## src/rtl/sys_ctrl_fsm_pkg.sv

```systemverilog
// Shared definitions for the UART command sequencer: command opcodes, operand
// addresses, the wait limit default and the state encoding.
package sys_ctrl_fsm_pkg;

    localparam logic [7:0] WrCmd  = 8'hAA;
    localparam logic [7:0] RdCmd  = 8'hBB;
    localparam logic [7:0] AluCmd = 8'hCC;
    localparam logic [7:0] NopCmd = 8'hDD;

    localparam logic [3:0] OpaAddr = 4'd0;
    localparam logic [3:0] OpbAddr = 4'd1;

    localparam int unsigned WaitMaxDef = 15;

    localparam int unsigned StateW = 4;
    typedef logic [StateW-1:0] state_t;

    localparam state_t StIdle    = 4'd0;
    localparam state_t StWrAddr  = 4'd1;
    localparam state_t StWrData  = 4'd2;
    localparam state_t StRdAddr  = 4'd3;
    localparam state_t StRdWait  = 4'd4;
    localparam state_t StOpa     = 4'd5;
    localparam state_t StOpb     = 4'd6;
    localparam state_t StFun     = 4'd7;
    localparam state_t StAluWait = 4'd8;
    localparam state_t StTx0     = 4'd9;
    localparam state_t StTx0Wait = 4'd10;
    localparam state_t StTx1     = 4'd11;
    localparam state_t StTx1Wait = 4'd12;

    // First state of a command given its opcode; unknown bytes keep the FSM idle.
    function automatic state_t cmd_state(input logic [7:0] cmd);
        state_t st;
        case (cmd)
            WrCmd:   st = StWrAddr;
            RdCmd:   st = StRdAddr;
            AluCmd:  st = StOpa;
            NopCmd:  st = StFun;
            default: st = StIdle;
        endcase
        return st;
    endfunction

endpackage

```

## src/rtl/sys_ctrl_tx_seq.sv

```systemverilog
// TX handshake sequencer: sends one byte (byte1) or two bytes (byte0 then byte1)
// to the UART transmitter and pulses done_o once the last byte has been taken.
module sys_ctrl_tx_seq
    import sys_ctrl_fsm_pkg::*;
#(
    parameter int unsigned DataW = 8
) (
    input  logic             clk_i,
    input  logic             rst_i,
    input  logic             start_i,
    input  logic             two_byte_i,
    input  logic [DataW-1:0] byte0_i,
    input  logic [DataW-1:0] byte1_i,
    input  logic             tx_busy_i,
    output logic [DataW-1:0] tx_p_data_o,
    output logic             tx_d_vld_o,
    output logic             done_o
);

    state_t state_q, state_d;
    // Set once the current byte has been offered, so a transmitter that is still
    // busy from earlier traffic is not mistaken for having accepted it.
    logic   sent_q, sent_d;

    always_comb begin
        state_d     = state_q;
        sent_d      = sent_q;
        tx_p_data_o = '0;
        tx_d_vld_o  = 1'b0;
        done_o      = 1'b0;
        unique case (state_q)
            StIdle: begin
                sent_d = 1'b0;
                if (start_i) begin
                    state_d = two_byte_i ? StTx0 : StTx1;
                end
            end
            StTx0: begin
                tx_p_data_o = byte0_i;
                if (!tx_busy_i) begin
                    tx_d_vld_o = 1'b1;
                    sent_d     = 1'b1;
                end else if (sent_q) begin
                    sent_d  = 1'b0;
                    state_d = StTx0Wait;
                end
            end
            StTx0Wait: begin
                tx_p_data_o = byte0_i;
                if (!tx_busy_i) begin
                    state_d = StTx1;
                end
            end
            StTx1: begin
                tx_p_data_o = byte1_i;
                if (!tx_busy_i) begin
                    tx_d_vld_o = 1'b1;
                    sent_d     = 1'b1;
                end else if (sent_q) begin
                    sent_d  = 1'b0;
                    state_d = StTx1Wait;
                end
            end
            StTx1Wait: begin
                tx_p_data_o = byte1_i;
                if (!tx_busy_i) begin
                    done_o  = 1'b1;
                    state_d = StIdle;
                end
            end
            default: begin
                state_d = StIdle;
                sent_d  = 1'b0;
            end
        endcase
    end

    always_ff @(posedge clk_i or posedge rst_i) begin
        if (rst_i) begin
            state_q <= StIdle;
            sent_q  <= 1'b0;
        end else begin
            state_q <= state_d;
            sent_q  <= sent_d;
        end
    end

endmodule

```

## src/rtl/sys_ctrl_fsm.sv

```systemverilog
// Command sequencer between UART RX/TX and the register file / ALU: parses RX
// command bytes, issues registered RF/ALU strobes and returns results over TX.
module sys_ctrl_fsm
    import sys_ctrl_fsm_pkg::*;
#(
    parameter int unsigned DataW   = 8,
    parameter int unsigned AddrW   = 4,
    parameter int unsigned FunW    = 4,
    parameter int unsigned WaitMax = WaitMaxDef
) (
    input  logic               ref_clk_i,
    input  logic               rst_i,
    input  logic [DataW-1:0]   rx_p_data_i,
    input  logic               rx_d_vld_i,
    input  logic [DataW-1:0]   rf_rd_data_i,
    input  logic               rf_rd_data_vld_i,
    input  logic [2*DataW-1:0] alu_out_i,
    input  logic               alu_out_vld_i,
    input  logic               tx_busy_i,
    output logic [AddrW-1:0]   rf_addr_o,
    output logic               rf_wr_en_o,
    output logic               rf_rd_en_o,
    output logic [DataW-1:0]   rf_wr_data_o,
    output logic               alu_en_o,
    output logic [FunW-1:0]    alu_fun_o,
    output logic               clk_gate_en_o,
    output logic [DataW-1:0]   tx_p_data_o,
    output logic               tx_d_vld_o,
    output logic               err_pulse_o
);

    localparam int unsigned CntW = (WaitMax > 1) ? $clog2(WaitMax) : 1;
    localparam logic [CntW-1:0] CntLast = CntW'(WaitMax - 1);

    state_t             state_q, state_d;
    logic [AddrW-1:0]   addr_q, addr_d;
    logic [2*DataW-1:0] result_q, result_d;
    logic [CntW-1:0]    cnt_q, cnt_d;

    logic [AddrW-1:0]   rf_addr_q, rf_addr_d;
    logic               rf_wr_en_q, rf_wr_en_d;
    logic               rf_rd_en_q, rf_rd_en_d;
    logic [DataW-1:0]   rf_wr_data_q, rf_wr_data_d;
    logic               alu_en_q, alu_en_d;
    logic [FunW-1:0]    alu_fun_q, alu_fun_d;
    logic               gate_q, gate_d;
    logic               err_q, err_d;

    logic               tx_start;
    logic               tx_two;
    logic               tx_done;
    logic               wait_last;

    assign wait_last = (cnt_q == CntLast);

    always_comb begin
        state_d      = state_q;
        addr_d       = addr_q;
        result_d     = result_q;
        cnt_d        = cnt_q;
        rf_addr_d    = rf_addr_q;
        rf_wr_en_d   = 1'b0;
        rf_rd_en_d   = 1'b0;
        rf_wr_data_d = rf_wr_data_q;
        alu_en_d     = alu_en_q;
        alu_fun_d    = alu_fun_q;
        gate_d       = gate_q;
        err_d        = 1'b0;
        tx_start     = 1'b0;
        tx_two       = 1'b0;

        case (state_q)
            StIdle: begin
                if (rx_d_vld_i) begin
                    state_d = cmd_state(rx_p_data_i[7:0]);
                end
            end
            StWrAddr: begin
                if (rx_d_vld_i) begin
                    addr_d  = rx_p_data_i[AddrW-1:0];
                    state_d = StWrData;
                end
            end
            StWrData: begin
                if (rx_d_vld_i) begin
                    rf_wr_en_d   = 1'b1;
                    rf_addr_d    = addr_q;
                    rf_wr_data_d = rx_p_data_i;
                    state_d      = StIdle;
                end
            end
            StRdAddr: begin
                if (rx_d_vld_i) begin
                    rf_rd_en_d = 1'b1;
                    rf_addr_d  = rx_p_data_i[AddrW-1:0];
                    cnt_d      = '0;
                    state_d    = StRdWait;
                end
            end
            StRdWait: begin
                err_d = rx_d_vld_i;
                // A valid arriving on the final wait cycle still completes the read.
                if (rf_rd_data_vld_i) begin
                    result_d = {rf_rd_data_i, {DataW{1'b0}}};
                    tx_start = 1'b1;
                    state_d  = StTx1;
                end else if (wait_last) begin
                    err_d   = 1'b1;
                    state_d = StIdle;
                end else begin
                    cnt_d = cnt_q + CntW'(1);
                end
            end
            StOpa: begin
                if (rx_d_vld_i) begin
                    rf_wr_en_d   = 1'b1;
                    rf_addr_d    = AddrW'(OpaAddr);
                    rf_wr_data_d = rx_p_data_i;
                    state_d      = StOpb;
                end
            end
            StOpb: begin
                if (rx_d_vld_i) begin
                    rf_wr_en_d   = 1'b1;
                    rf_addr_d    = AddrW'(OpbAddr);
                    rf_wr_data_d = rx_p_data_i;
                    state_d      = StFun;
                end
            end
            StFun: begin
                if (rx_d_vld_i) begin
                    alu_fun_d = rx_p_data_i[FunW-1:0];
                    alu_en_d  = 1'b1;
                    gate_d    = 1'b1;
                    cnt_d     = '0;
                    state_d   = StAluWait;
                end
            end
            StAluWait: begin
                err_d = rx_d_vld_i;
                if (alu_out_vld_i) begin
                    result_d = alu_out_i;
                    alu_en_d = 1'b0;
                    gate_d   = 1'b0;
                    tx_start = 1'b1;
                    tx_two   = 1'b1;
                    state_d  = StTx0;
                end else if (wait_last) begin
                    alu_en_d = 1'b0;
                    gate_d   = 1'b0;
                    err_d    = 1'b1;
                    state_d  = StIdle;
                end else begin
                    cnt_d = cnt_q + CntW'(1);
                end
            end
            // The byte-level TX phases live in the sequencer; here StTx0/StTx1
            // only mark which send was started and wait for its completion.
            StTx0, StTx1: begin
                err_d = rx_d_vld_i;
                if (tx_done) begin
                    state_d = StIdle;
                end
            end
            default: begin
                state_d = StIdle;
            end
        endcase
    end

    always_ff @(posedge ref_clk_i or posedge rst_i) begin
        if (rst_i) begin
            state_q      <= StIdle;
            addr_q       <= '0;
            result_q     <= '0;
            cnt_q        <= '0;
            rf_addr_q    <= '0;
            rf_wr_en_q   <= 1'b0;
            rf_rd_en_q   <= 1'b0;
            rf_wr_data_q <= '0;
            alu_en_q     <= 1'b0;
            alu_fun_q    <= '0;
            gate_q       <= 1'b0;
            err_q        <= 1'b0;
        end else begin
            state_q      <= state_d;
            addr_q       <= addr_d;
            result_q     <= result_d;
            cnt_q        <= cnt_d;
            rf_addr_q    <= rf_addr_d;
            rf_wr_en_q   <= rf_wr_en_d;
            rf_rd_en_q   <= rf_rd_en_d;
            rf_wr_data_q <= rf_wr_data_d;
            alu_en_q     <= alu_en_d;
            alu_fun_q    <= alu_fun_d;
            gate_q       <= gate_d;
            err_q        <= err_d;
        end
    end

    sys_ctrl_tx_seq #(
        .DataW (DataW)
    ) u_tx_seq (
        .clk_i       (ref_clk_i),
        .rst_i       (rst_i),
        .start_i     (tx_start),
        .two_byte_i  (tx_two),
        .byte0_i     (result_q[DataW-1:0]),
        .byte1_i     (result_q[2*DataW-1:DataW]),
        .tx_busy_i   (tx_busy_i),
        .tx_p_data_o (tx_p_data_o),
        .tx_d_vld_o  (tx_d_vld_o),
        .done_o      (tx_done)
    );

    assign rf_addr_o     = rf_addr_q;
    assign rf_wr_en_o    = rf_wr_en_q;
    assign rf_rd_en_o    = rf_rd_en_q;
    assign rf_wr_data_o  = rf_wr_data_q;
    assign alu_en_o      = alu_en_q;
    assign alu_fun_o     = alu_fun_q;
    assign clk_gate_en_o = gate_q;
    assign err_pulse_o   = err_q;

endmodule

```

## config.mk

```make
export PLATFORM = sky130hd
export DESIGN_NAME = sys_ctrl_fsm
export DESIGN_NICKNAME = d
export VERILOG_FILES = /design/src/rtl/sys_ctrl_fsm_pkg.sv /design/src/rtl/sys_ctrl_tx_seq.sv /design/src/rtl/sys_ctrl_fsm.sv
export SDC_FILE = /design/constraint.sdc
export NUM_CORES = 1
export LEC_CHECK = 0
export CAP_MARGIN = 20
export CORE_MARGIN = 4
export CORE_UTILIZATION = 50
export DETAILED_ROUTE_END_ITERATION = 10
export DONT_BUFFER_PORTS = 1
export HOLD_SLACK_MARGIN = 0.03
export PLACE_DENSITY = 0.7
export SETUP_SLACK_MARGIN = 0.1
export SYNTH_ARGS = -nofsm -noshare
export SYNTH_HDL_FRONTEND = slang
export SYNTH_SLANG_ARGS = --single-unit
```

## constraint.sdc

```tcl
create_clock -name ref_clk_i -period 1.9 [get_ports ref_clk_i]
set_input_delay 0.19 -clock ref_clk_i [delete_from_list [all_inputs] [get_ports ref_clk_i]]
set_output_delay 0.19 -clock ref_clk_i [all_outputs]
set_load 0.1 [all_outputs]
```

**Yosys cells after proc, flatten, opt, wreduce, memory -nomap -nowiden**

Cells that the tools add are included.

- Bits in registers: 53
- Input bits: 38
- Output and inout bits: 30

- Add/sub/neg operators: 1
- Equality and inequality tests: 40
- Mux-type cells: 53
- Reductions and logical operators: 22

Operators by type and width:

| kind | number |
|---|---|
| $mux 4 | 24 |
| $pmux 4 s10 | 1 |
| $ne 2x2->1 const B | 17 |
| $eq 4x4->1 const B | 8 |
| $eq 8x8->1 const B | 4 |
| $mux 16 | 2 |
| $pmux 16 s2 | 1 |
| $pmux 4 s5 | 1 |
| $eq 4x3->1 const B | 4 |
| $pmux 4 s4 | 1 |
| $pmux 8 s2 | 1 |
| $mux 1 | 15 |
| $pmux 3 s4 | 1 |
| $pmux 4 s3 | 1 |
| $reduce_or 2->1 | 6 |
| $eq 4x2->1 const B | 2 |
| $logic_not 4->1 | 2 |
| $reduce_and 8->1 | 1 |
| $reduce_and 7->1 | 1 |
| $ne 2x1->1 const B | 3 |
| $pmux 1 s2 | 3 |
| $reduce_and 2->1 | 3 |
| $reduce_and 3->1 | 2 |
| $reduce_and 5->1 | 1 |
| 10 further kinds | 11 |

**Depth between registers and ports, before layout**

Gate-level depths: netlist of run 1.

- Depth after elaboration: 5
- Depth in mapped cells: 7
- Depth with buffers taken out: 7

**Cells and area by module**

From an unflattened synthesis of run 1, not the netlist that was laid out.

- Cell total of the unflattened synthesis: 326
- Area, all modules: 3139.3 um^2

By module, submodules not included:

| module | instances | cells each | area each (um^2) | sequential area each (um^2) |
|---|---|---|---|---|
| sys_ctrl_fsm | 1 | 240 | 2467.4 | 1201.2 |
| sys_ctrl_tx_seq | 1 | 86 | 671.9 | 125.1 |

**Worst setup path before layout of run 1**

OpenSTA, ideal clock, no wires.

- Path kind: reg-to-output
- From: register u_tx_seq.state_q[3]
- To: output port tx_d_vld_o
- Arrival: 2.869 ns
- Data required time: 1.710 ns
- Slack: -1.159 ns
- Cell stages (with the launch flop): 4
- Cell sequence: dfrtp_1 clkbuf_1 nand2_1 nor3b_1

- Longest elaborated chain between the ends: 3
- Elaborated cells on any way between the ends: 4
- Classes of those cells: eq/ne: 2; mux: 1; reduce/logical: 1

Ends and longest elaborated chain:

| what | RTL line | source |
|---|---|---|
| start: declaration | sys_ctrl_tx_seq.sv:20 | `state_t state_q, state_d;` |
| start signal: assignment | sys_ctrl_tx_seq.sv:80 | `state_q <= StIdle;` |
| start signal: assignment | sys_ctrl_tx_seq.sv:83 | `state_q <= state_d;` |
| $eq 4x4->1 | sys_ctrl_tx_seq.sv:31 | `unique case (state_q)` |
| $reduce_or 2->1 (no source line) (*) | - |  |
| $mux 1 (*) | - |  |
| end: declaration | sys_ctrl_fsm.sv:28 | `output logic tx_d_vld_o,` |

Mark *: on every way between the ends. The rest lies on a longest branch, timed or not.

**Worst setup path after layout of run 1**

- From: register u_tx_seq.state_q[0]
- To: output port tx_p_data_o[0]

- Longest elaborated chain between the ends: 3
- Elaborated cells on any way between the ends: 7
- Classes of those cells: eq/ne: 4; mux: 1; reduce/logical: 2

Ends and longest elaborated chain:

| what | RTL line | source |
|---|---|---|
| $eq 4x4->1 | sys_ctrl_tx_seq.sv:31 |  |
| $reduce_or 2->1 (no source line) | - |  |
| $pmux 8 s2 (*) | sys_ctrl_tx_seq.sv:31 |  |
| end: declaration | sys_ctrl_fsm.sv:27 | `output logic [DataW-1:0] tx_p_data_o,` |

Marked as above.

==> impl_results.md, run 1 <==
* Final core utilization at 67.46%
* EDFF count, synth at 0
* Pre-CTS setup slack at 0.01963 ns
* Drt wl/cell at 16.01 um
* Vias in the first global route at 2,409
* Clock slew at reported path FFs at 0.10 ns
* Met2 usage at 32.70%
* Final Hold Violating Endpoints at 0
* Synthesized area per cell at 9.656 sq um
* CTS tree: built
* Core area at 5675 sq um
* Root buffer cell: clkbuf_8
* Die width at 85.50 um
* Final setup fails at 0
* Class of the worst hold path: in -> reg
* Synth Instances at 311
* CP Class: reg -> out
* Ant diodes at 0
* Initial DRT Pass Iterations at 4
* Post-route clock period utilization at 99.06%
* Most frequent cells in the layout: 46 x nand2_1, 46 x dfrtp_1, 35 x buf_4
* Startpoint Class: register
* Leak at 1.678 nW
* Worst r2r src: state_q[1]
* YS warnings at 0
* DRC at 0
* R2r endpoint: cnt_q[1]
* Worst Tran Pin Value at 0.5010 ns
* Share of cells above drive strength 1 at 31.30%
* Largest net degree at the start of global routing at 32
* First-pass GRT wire length at 11,560 um
* Initial antenna violation count at 0
* Max Fclk at 0.5313 GHz
* Maximum VDD drop at 1.621 mV
* Hold Path Stages at 2
* Crit end category: primary output
* Final WS setup at 0.01786 ns
* Number of port buffers at 0
* Dpl hpwl at 4903 um
* Die Y-Extent at 85.50 um
* Met3 usage at 4.995%
* Sequential element share of the synthesized area at 44.17%
* CTS Buf Count at 5
* Arr. time, crit path at 1.69 ns
* Minimum clock period at 1.882 ns
* Setup crit start: u_tx_seq.state_q[0]
* Clk_lat worst skew at 0.31 ns
* Endpoint, Worst Hold: err_pulse_o
* FP Rows at 27
* Ys async rst share at 100.0%
* Net Count, Synth at 351
* Total global routing overflow at 0
* Status: completed
* Crit path max fanout at 8
* Pwr per Cell Area at 1665 nW/um^2
* GR Util met1 at 25.46%
* Clock skew at 0.008114 ns
* Power after layout at 6.374 mW
* Max-Cap Viols at 0
* RSZ-0062 raised after global routing: true
* Gr busiest metal: met2
* Final Max Tran Viols at 0
* All-Layer GR Usage at 19.37%
* Reg2reg path depth at 4
* Final wirelength at 6931 um
* Library cells used by synthesis at 58
* Initial DRC count at 96
* Die area at 7309 sq um
* Yosys reg bits at 53
* Bufs on Longest Clock Path at 2
* Post-layout nets at 400
* H-tree depth at 2
* DRT antenna net count at 0
* Hold path startpoint: rx_d_vld_i
* Area grow syn2layout at 27.50%
* Main synth FF type: dfrtp_1
* Initial Util at 52.91%
* Fill count at 421
* Sink Count at 53
* Worst Path Required at 1.71 ns
* Via count at 2,436
* I/O pin count at 68
* GP Congestion at 0.8299
* Register-to-Register Setup Slack at 0.20 ns
* DR vias/cell at 5.626
* Mapped cell area at 3003 sq um
* Slew HR at 66.55%
==> metrics by stage <==
stage	TNS [ns]	hold slack (ns)	instances	area, sq um
3_5_place_dp	0	0.1322	403	3457
4_1_cts	0	0.03159	432	3810
6_report	0	0.05848	433	3829
2_1_floorplan	-0.1814	0.3123	311	3018
3_3_place_gp	0	0.1290	403	3457
5_1_grt	-0.4335	0.05865	433	3829
==> kinds of logic after synthesis <==
kind of cell	count (synthesis)	share of synthesized area (%)
xor gates and xnor gates	8	2.333
muxes	30	11.42
DFF	53	44.17
buffers and inverters	31	5.250
adders and majority gates	2	0.8332
AOI/OAI and AO/OA	72	15.63
and+or+nand+nor	115	20.38
==> worst max-delay path by stage <==
stage	end	slack, ns	cells past startpoint
after floorplan	tx_d_vld_o	-0.18	3
after global placement	tx_p_data_o[3]	0.13	5
after detailed placement	tx_p_data_o[4]	0.02	5
after CTS	tx_p_data_o[4]	0.02	5
after global routing	tx_p_data_o[4]	-0.07	5
final	tx_p_data_o[0]	0.02	5
==> cells in the mapped netlist, types with 2 or more instances <==
cell type / instances / area share, %
a21oi_1: 9 / 1.5
a22oi_1: 9 / 2.2
a31oi_1: 6 / 1.3
and2_1: 11 / 2.3
and3b_1: 2 / 0.58
buf_2: 9 / 1.5
buf_4: 6 / 1.5
clkbuf_1: 7 / 0.88
dfrtp_1: 53 / 44
ha_1: 2 / 0.83
inv_1: 5 / 0.63
inv_2: 2 / 0.25
mux2_2: 17 / 6.4
mux2_4: 4 / 2.0
mux2i_1: 8 / 2.7
nand2_1: 46 / 5.8
nand2b_1: 2 / 0.42
nand3_1: 20 / 3.3
nand4_1: 2 / 0.42
nor2_1: 11 / 1.4
nor2_2: 2 / 0.42
nor2b_1: 2 / 0.42
nor3_1: 2 / 0.33
nor3b_2: 2 / 0.83
nor4bb_1: 2 / 0.67
o211ai_1: 3 / 0.75
o21ai_0: 30 / 5.0
xnor2_1: 3 / 0.88
xor2_1: 5 / 1.5
==> critical path, stage by stage (launching register included) <==
cell,delay (ns)
dfrtp_2,0.49
xor2_4,0.29
a22oi_1,0.10
o21ai_0,0.15
and2_2,0.18
buf_12,0.17
==> metal layers <==
metal | vias up | share of wire, %
met5 | - | 0
met2 | 79 | 49
met4 | 0 | 0.71
met1 | 1158 | 44
li1 | 1193 | -
met3 | 6 | 6.8
==> repair_timing <==
item / 4_1_cts / 5_1_grt
hold buffers: 18 / 1
pin swaps: 4 / 3
setup buffers: 3 / 0
endpoints found under the hold margin: 46 / 1
setup endpoints to repair: 8 / 28
gates resized for setup: 16 / 7
==> registers in the layout (all words and copies together), names as in the netlist <==
signal,flops
rf_wr_data_o,8
err_pulse_o,1
alu_fun_o,4
result_q,16
rf_addr_o,4
clk_gate_en_o,1
state_q,4
rf_wr_en_o,1
cnt_q,4
rf_rd_en_o,1
u_tx_seq.sent_q,1
addr_q,4
u_tx_seq.state_q,4
==> area by class of cell <==
type,instances,area (sq um),share of cell area (%)
timing repair buffer,66,684.4,17.88
clock buffer,6,82.58,2.157
multi-input combinational,227,1573,41.08
tap,72,90.09,2.353
inverter,7,26.28,0.6863
clock inverter,2,37.54,0.9804
sequential,53,1335,34.87
==> power breakdown <==
group | leakage (nW) | switching, mW | internal, mW
clock | 0.0574 | 0.382 | 0.429
sequential | 0.674 | 0.393 | 1.58
combinational | 0.947 | 2.48 | 1.11
Power figures use the tool's default switching activity.
==> run 2, diff against run 1 <==
ABC_CLOCK_PERIOD_IN_PS = 1900   (was unset)
HOLD_SLACK_MARGIN = 0.06   (was 0.03)
==> impl_results.md, run 2 (same netlist as run 1, synthesis figures left out) <==
* Status: completed (unchanged)
* Clock skew at 0.008951 ns (was 0.008114 ns)
* Area grow syn2layout at 27.83% (was 27.50%)
* Arr. time, crit path at 1.70 ns (was 1.69 ns)
* Maximum VDD drop at 1.621 mV (about the same)
* Startpoint Class: register (unchanged)
* Worst Path Required at 1.71 ns (about the same)
* Clock slew at reported path FFs at 0.10 ns (about the same)
* Minimum clock period at 1.889 ns (was 1.882 ns)
* Sink Count at 53 (unchanged)
* Most frequent cells in the layout: 46 x nand2_1, 46 x dfrtp_1, 35 x buf_4 (unchanged)
* Slew HR at 66.55% (about the same)
* Die area at 7309 sq um (unchanged)
* Dpl hpwl at 4903 um (unchanged)
* Post-route clock period utilization at 99.43% (was 99.06%)
* RSZ-0062 raised after global routing: true (unchanged)
* Post-layout nets at 401 (was 400)
* Die Y-Extent at 85.50 um (unchanged)
* Final Max Tran Viols at 0 (unchanged)
* FP Rows at 27 (unchanged)
* Initial DRC count at 103 (was 96)
* Pwr per Cell Area at 1663 nW/um^2 (was 1665 nW/um^2)
* Hold Path Stages at 3 (was 2)
* Sw Pwr at 3.261 mW (was 3.254 mW)
* Class of the worst hold path: in -> reg (unchanged)
* Initial antenna violation count at 0 (unchanged)
* Leak at 1.682 nW (was 1.678 nW)
* Max-Cap Viols at 0 (unchanged)
* Clock network fraction of total power at 12.7% (about the same)
* Reg2reg path depth at 4 (unchanged)
* Crit end category: primary output (unchanged)
* Pre-CTS setup slack at 0.01963 ns (unchanged)
* Int Pwr at 3.122 mW (was 3.120 mW)
* Via count at 2,462 (was 2,436)
* Largest net degree at the start of global routing at 32 (unchanged)
* Number of port buffers at 0 (unchanged)
* Final Hold Violating Endpoints at 0 (unchanged)
* Crit path max fanout at 8 (unchanged)
* DRC at 0 (unchanged)
* Final setup fails at 0 (unchanged)
* Fin cells at 434 (was 433)
* Clk_lat worst skew at 0.31 ns (about the same)
* Number of flip-flops in the largest register at 16 (unchanged)
* Design Area, Final at 3839 sq um (was 3829 sq um)
* Final WS setup at 0.01078 ns (was 0.01786 ns)
* Power after layout at 6.383 mW (was 6.374 mW)
* Final wirelength at 7039 um (was 6931 um)
* Multi-input gate area at 1573 sq um (unchanged)
* Initial DRT Pass Iterations at 4 (unchanged)
* Switch share at 51.09% (was 51.05%)
* Root buffer cell: clkbuf_8 (unchanged)
* Drt wl/cell at 16.22 um (was 16.01 um)
* Share of cells above drive strength 1 at 31.22% (was 31.30%)
* H-tree depth at 2 (unchanged)
* DR vias/cell at 5.673 (was 5.626)
* First-pass GRT wire length at 11,590 um (was 11,560 um)
* Worst Tran Pin Value at 0.5010 ns (about the same)
* CP Class: reg -> out (unchanged)
* DP Cell Count at 403 (unchanged)
* Ant diodes at 0 (unchanged)
* Core area at 5675 sq um (unchanged)
* Bufs on Longest Clock Path at 2 (unchanged)
* I/O pin count at 68 (unchanged)
* Most flops, register: result_q (unchanged)
* Die width at 85.50 um (unchanged)
* DRT antenna net count at 0 (unchanged)
* Fill count at 420 (was 421)
* Max Fclk at 0.5293 GHz (was 0.5313 GHz)
* Total global routing overflow at 0 (unchanged)
* Share of power burned in registers at 30.9% (was 31.0%)
* GP Congestion at 0.8299 (unchanged)
* Comb pwr share at 56.3% (about the same)
* CTS Buf Count at 5 (unchanged)
* Vias in the first global route at 2,416 (was 2,409)
* Seq. cell area at 1335 sq um (unchanged)
* DP Area at 3457 sq um (unchanged)
* CTS tree: built (unchanged)
* Final core utilization at 67.64% (was 67.46%)
* Initial Util at 52.91% (unchanged)
* All-Layer GR Usage at 19.41% (was 19.37%)
## run 2: changes by cell type in the layout (fill, tap and decap cells not counted), sizes merged
cell and change:
dlygate4sd3 +1
## run 2: timing repair
item | CTS | global route
buffers inserted | 3 | 0
endpoints found under the setup margin | 8 | 28
endpoints found under the hold margin | 48 | 1
resized for setup | 16 | 7
pin swaps | 4 | 3
hold buffers | 19 | 1
## run 2: path summary, 6_finish.rpt
| kind | from | end | slack (ns) |
|---|---|---|---|
| min in group asynchronous | rst_i | rf_addr_o[2] | 0.36 |
| hold reg to reg | result_q[7] | result_q[7] | 0.48 |
| setup / recovery | u_tx_seq.state_q[0] | tx_p_data_o[4] | 0.01 |
| hold / removal | tx_busy_i | u_tx_seq.state_q[0] | 0.07 |
| setup reg to reg | state_q[1] | cnt_q[1] | 0.19 |
| max in group asynchronous | rst_i | clk_gate_en_o | 0.99 |
## run 2: cell type report
cell class              count  share of cell area (%)
inverters                   7                  0.6845
clock inverters             2                  0.9778
flip-flops and latches     53                   34.78
repair buffers             67                   18.09
multi-input cells         227                   40.97
well taps                  72                   2.347
clock buffers               6                   2.151
## run 2: power groups by stage
stage          Combinational, mW  Clock (mW)  Sequential (mW)
5_1_grt                     3.81       0.869             2.04
6_report                    3.60       0.812             1.97
3_5_place_dp                3.52           0             1.96
2_1_floorplan               1.50           0             3.24
4_1_cts                     3.60       0.828             1.96
3_3_place_gp                3.46           0             1.94
## run 2: worst max-delay path, cell delays in order (launching register included)
cell	delay (ns)
dfrtp_2	0.49
xor2_4	0.30
a22oi_1	0.11
o21ai_1	0.15
and2_4	0.17
buf_12	0.16
## run 2: metrics by stage
| stage | hold slack, ns | TNS [ns] |
|---|---|---|
| floorplan | 0.3123 | -0.1814 |
| global placement | 0.1290 | 0 |
| detailed placement | 0.1322 | 0 |
| CTS | 0.06282 | 0 |
| global route | 0.08613 | -0.4335 |
| finish | 0.07353 | 0 |
## run 2: metal layers
layer,up-vias,global-route usage [%],share of wire [%]
li1,1193,-,-
met4,0,3.453,0.74
met5,-,0,0
met3,8,4.803,7.4
met1,1169,25.64,43
met2,92,32.77,49
